`config.mk`:
```
export PLATFORM = sky130hd
export DESIGN_NAME = demux_1_to_8
export DESIGN_NICKNAME = d
export VERILOG_FILES = /design/src/rtl/demux_1_to_8_pkg.sv /design/src/rtl/demux_sel_decoder.sv /design/src/rtl/demux_1_to_8.sv
export SDC_FILE = /design/constraint.sdc
export NUM_CORES = 1
export LEC_CHECK = 0
export ABC_AREA = 1
export CAP_MARGIN = 10
export CORE_AREA = 2 2 116 84
export CTS_CLUSTER_SIZE = 24
export DETAILED_ROUTE_END_ITERATION = 16
export DIE_AREA = 0 0 118 86
export HOLD_SLACK_MARGIN = 0.06
export PLACE_DENSITY = 0.83
export SLEW_MARGIN = 15
export SYNTH_ARGS = -nofsm -noshare
export SYNTH_HDL_FRONTEND = slang
export SYNTH_SLANG_ARGS = --single-unit
```
`constraint.sdc`:
```
create_clock -name clk -period 8.89 [get_ports clk]
set_input_delay 1.778 -clock clk [delete_from_list [all_inputs] [get_ports clk]]
set_output_delay 1.778 -clock clk [all_outputs]
set_load 0.02 [all_outputs]
```
`src/rtl/demux_1_to_8_pkg.sv`:
```
// Shared widths and types for the registered 1-to-8 demultiplexer.
// NUM_OUT is fixed at 8, and SEL_W must stay equal to log2(NUM_OUT).
package demux_1_to_8_pkg;

  localparam int DATA_W  = 16;
  localparam int NUM_OUT = 8;
  localparam int SEL_W   = 3;

  typedef logic [DATA_W-1:0]  data_t;
  typedef logic [SEL_W-1:0]   sel_t;
  typedef logic [NUM_OUT-1:0] onehot_t;

endpackage

```
`src/rtl/demux_sel_decoder.sv`:
```
// Combinational selector-to-one-hot decoder with an enable input.
// A selector that matches no code drives an all-zero output.
module demux_sel_decoder
  import demux_1_to_8_pkg::*;
(
  input  logic    en,
  input  sel_t    sel,
  output onehot_t onehot
);

  // An unknown selector compares false against every code, so no bit is set.
  always_comb begin
    onehot = '0;
    for (int k = 0; k < NUM_OUT; k++) begin
      if (en && (sel == sel_t'(k))) begin
        onehot[k] = 1'b1;
      end
    end
  end

endmodule

```
`src/rtl/demux_1_to_8.sv`:
```
// Registered 1-to-8 demultiplexer with one cycle of latency.
// When DEMUX1_8_HOLD_EN is defined, outputs that are not loaded keep their value instead of clearing.
module demux_1_to_8
  import demux_1_to_8_pkg::*;
(
  input  logic                clk,
  input  logic                rst,
  input  logic [DATA_W-1:0]   in1,
  input  logic                in_valid,
  input  logic [SEL_W-1:0]    selector,
  output logic [DATA_W-1:0]   output1,
  output logic [DATA_W-1:0]   output2,
  output logic [DATA_W-1:0]   output3,
  output logic [DATA_W-1:0]   output4,
  output logic [DATA_W-1:0]   output5,
  output logic [DATA_W-1:0]   output6,
  output logic [DATA_W-1:0]   output7,
  output logic [DATA_W-1:0]   output8,
  output logic [NUM_OUT-1:0]  out_valid
);

  onehot_t load;
  data_t   port_d [NUM_OUT];
  data_t   port_q [NUM_OUT];
  onehot_t valid_d;
  onehot_t valid_q;

  demux_sel_decoder u_decoder (
    .en     (in_valid),
    .sel    (selector),
    .onehot (load)
  );

  always_comb begin
    valid_d = load;
    for (int k = 0; k < NUM_OUT; k++) begin
`ifdef DEMUX1_8_HOLD_EN
      port_d[k] = load[k] ? in1 : port_q[k];
`else
      port_d[k] = load[k] ? in1 : '0;
`endif
    end
  end

  always_ff @(posedge clk or posedge rst) begin
    if (rst) begin
      valid_q <= '0;
      for (int k = 0; k < NUM_OUT; k++) begin
        port_q[k] <= '0;
      end
    end else begin
      valid_q <= valid_d;
      for (int k = 0; k < NUM_OUT; k++) begin
        port_q[k] <= port_d[k];
      end
    end
  end

  assign output1   = port_q[0];
  assign output2   = port_q[1];
  assign output3   = port_q[2];
  assign output4   = port_q[3];
  assign output5   = port_q[4];
  assign output6   = port_q[5];
  assign output7   = port_q[6];
  assign output8   = port_q[7];
  assign out_valid = valid_q;

endmodule

```
# Word level (Yosys, flattened, before mapping)
# Cells that the tools add are included.
[word_totals]
register_bits = 136
inputBits = 22
out_inout_bits = 136
wordCells = 41
[op_classes]
eq_ne = 7
n_mux = 16
reduce_logical = 9
[op_table]
columns = ["operator", "count"]
rows = [
  ["$mux 16", 8],
  ["$eq 3x3->1 const B", 4],
  ["$logic_and 1x1->1", 8],
  ["$mux 1", 8],
  ["$eq 3x2->1 const B", 2],
  ["$eq 3x1->1 const B", 1],
  ["$logic_not 3->1", 1],
]

# Depth between registers and ports, before layout
[logic_depth]
ltp_word = 4
ltp_mapped = 5
ltp_nobuf = 4

# By module
# Synthesis repeated with hierarchy kept, for this count alone.
[hier_totals]
hier_cells = 442
hier_area_um2 = 4800.9
[by_module_without_submodules]
columns = ["mod", "instances", "cells_each", "area_each_um2"]
rows = [
  ["demux_1_to_8", 1, 425, 4737.0],
  ["demux_sel_decoder", 1, 17, 63.8],
]

# Worst setup path before layout
# No wires, ideal clock.
[synth_path]
path_kind = "input-to-reg"
startpoint = "input port selector[0]"
endpoint = "register port_q (netlist bit output1[10])"
t_arrival_ns = 2.287
path_slack_ns = 6.531
path_stages = 4
n_path_buf = 1
path_cell_list = "nor2_1 -> nand2_2 -> buf_6 -> nor2_1"
[synth_rtl]
columns = ["item", "line", "rtl"]
rows = [
  ["from (decl)", "demux_1_to_8.sv:10", "input logic [SEL_W-1:0] selector,"],
  ["to (signal, indexed assignment)", "demux_1_to_8.sv:54", "port_q[k] <= port_d[k];"],
  ["to (decl)", "demux_1_to_8.sv:24", "data_t port_q [NUM_OUT];"],
]

==> metrics.yaml <==
outcome: "finished clean"
globalRouteOverflowTotal: 0
diodes: 0
yosys-top-cells-area: "dfrtp_1, nor2_1, inv_1"
yosysUniqueCellTypes: 9
ys_ff_latch: 136
fp.dieH_um: 86
first_iter_violations: 200
ctsResizeCount: 0
required_ns: 9.32
synth_fp_nets: 338
wl_per_cell_um: 17.1
cts_buffers: 17
finish.instance_area_sq_mm: 0.00637
syn_inst: 316
avgSynthCellArea_sq_um: 13.2
first_pass_iters: 4
switching_share_pct: 22.8
grt_pass1_vias: 2994
drv_slew: 0
endpoint_kind: "async pin"
finalWirelength_um: 10700
drv_cap: 0
yosysWarnings: 0
portBuffers: 157
root_buffer: "clkbuf_16"
dp_hpwl_um: 6980
synth_largest_area_cell: "dfrtp_1"
grt_start_max_net_pins: 70
nets: 507
p_leak_nw: 3.20
cts_tree: "built"
track_usage_pct: 22.2
p_switching_mw: 0.309
place_area_sq_mm: 0.00582
cp_max_fo: 69
p_total_mw: 1.36
final_cells: 622
final_cell_mix: "clkdlybuf4s50_1, dfrtp_1, nor2_1"
critPathLaunchType: "input port"
place_inst: 590
drive_above_1_share_pct: 9.04
period_share_pct: 36.4
rows: 29
vias_per_cell: 4.47
min_period_ns: 3.24
ir_worst_vdd_uv: 133
antenna_found_initial: 0
gp_congestion: 0.746
worst-setup-path-type: "input port to async pin"
finalHoldViolCount: 0
min_path_type: "input port to async pin"
io_pins: 158
synth_top_cell_area_share_pct: 81.6
setup_violations: 0
p_clk_share_pct: 47.4
power.share.sequential_pct: 46.7
fillers: 612
drtAntennaViolNets: 0
syn_area_sq_mm: 0.00417
dieArea_sq_mm: 0.0101
comb_power_share_pct: 5.9
fmax_ghz: 0.309
intPower_mw: 1.05
cts_setup_buffers: 0
hold_buffers: 0
grt_pass1_wl_um: 16300
clk_pin_slew_ns: 0.06
tns_ns: 0
rsz0062_at_grt: "false"
syn2layout_area_growth_pct: 52.6
crit_arrival_ns: 3.67
numClockSinks: 136
route.detailed.drc: 0
fp.coreArea_sq_mm: 0.00896
initial_utilization_pct: 46.5
tightest_slew_ns: 0.833
cts_max_level: 4
slew_headroom_pct: 44.5
vias: 2782
final_common_cell: "clkdlybuf4s50_1"
synth_seq_area_share_pct: 81.6
die-width_um: 118
cts.path.max_buffers: 2
powerDensity_mw_per_mm2: 213
-- metrics by stage --
step,util [%],setup slack [ns],hold WS (ns)
after global routing,71.0,5.33,1.96
after CTS,71.0,5.57,1.91
after detailed placement,64.9,5.13,2.35
final,71.0,5.65,1.87
after global placement,64.9,5.22,2.32
after floorplan,-,3.47,2.00
-- cells in the mapped netlist, drive strengths merged --
cell type,instances
buf,8
dfrtp,136
inv,30
nand2,10
nor2,132
-- layout make-up --
| cell class | count | area [sq um] | area share, % |
|---|---|---|---|
| Sequential cell | 136 | 3400 | 53.4 |
| Tap cell | 124 | 155 | 2.44 |
| Multi-Input combinational cell | 142 | 566 | 8.88 |
| Clock inverter | 13 | 106 | 1.67 |
| Timing Repair Buffer | 158 | 1580 | 24.8 |
| Inverter | 30 | 115 | 1.81 |
| Clock buffer | 19 | 443 | 6.96 |
-- worst max-delay path: stages --
cell             delay (ns)
clkdlybuf4s50_1        0.44
inv_4                  0.57
buf_4                  0.78
-- cell families (layout without fill, tap and decap cells) --
logic type	after synthesis	after routing	synth area share [%]
DFF	136	136	81.6
and+or+nand+nor	142	142	13.6
buffers and inverters	38	220	4.86
-- power groups by stage --
stage               registers, mW  clock network, mW  logic (mW)
finish                      0.633              0.643      0.0799
global route                0.634              0.678      0.0870
CTS                         0.633              0.650      0.0814
detailed placement          0.644                  0      0.0808
global placement            0.644                  0      0.0785
floorplan                   0.657                  0      0.0271
-- sequential cells by signal, summed over array words and instances, names as in the netlist --
register / cells
out_valid: 8
output1: 16
output2: 16
output3: 16
output4: 16
output5: 16
output6: 16
output7: 16
output8: 16
-- per-layer routing --
layer	global-route usage (%)	part of all wire, %	vias to the layer above
met5	0	0	-
met4	9.53	1.5	0
met3	7.05	6.6	14
met2	36.6	50	115
met1	27.4	42	1389
li1	-	-	1264
-- worst paths after layout --
path | startpoint | to | slack (ns) | cells past startpoint
worst max-delay path | rst | output5[12] | 5.65 | 3
worst min-delay path | rst | output6[5] | 1.87 | 2
max in group clk | output2[7] | output2[7] | 5.74 | 1
min in group clk | in1[9] | output3[9] | 2.06 | 3
Power figures use the tool's default switching activity.
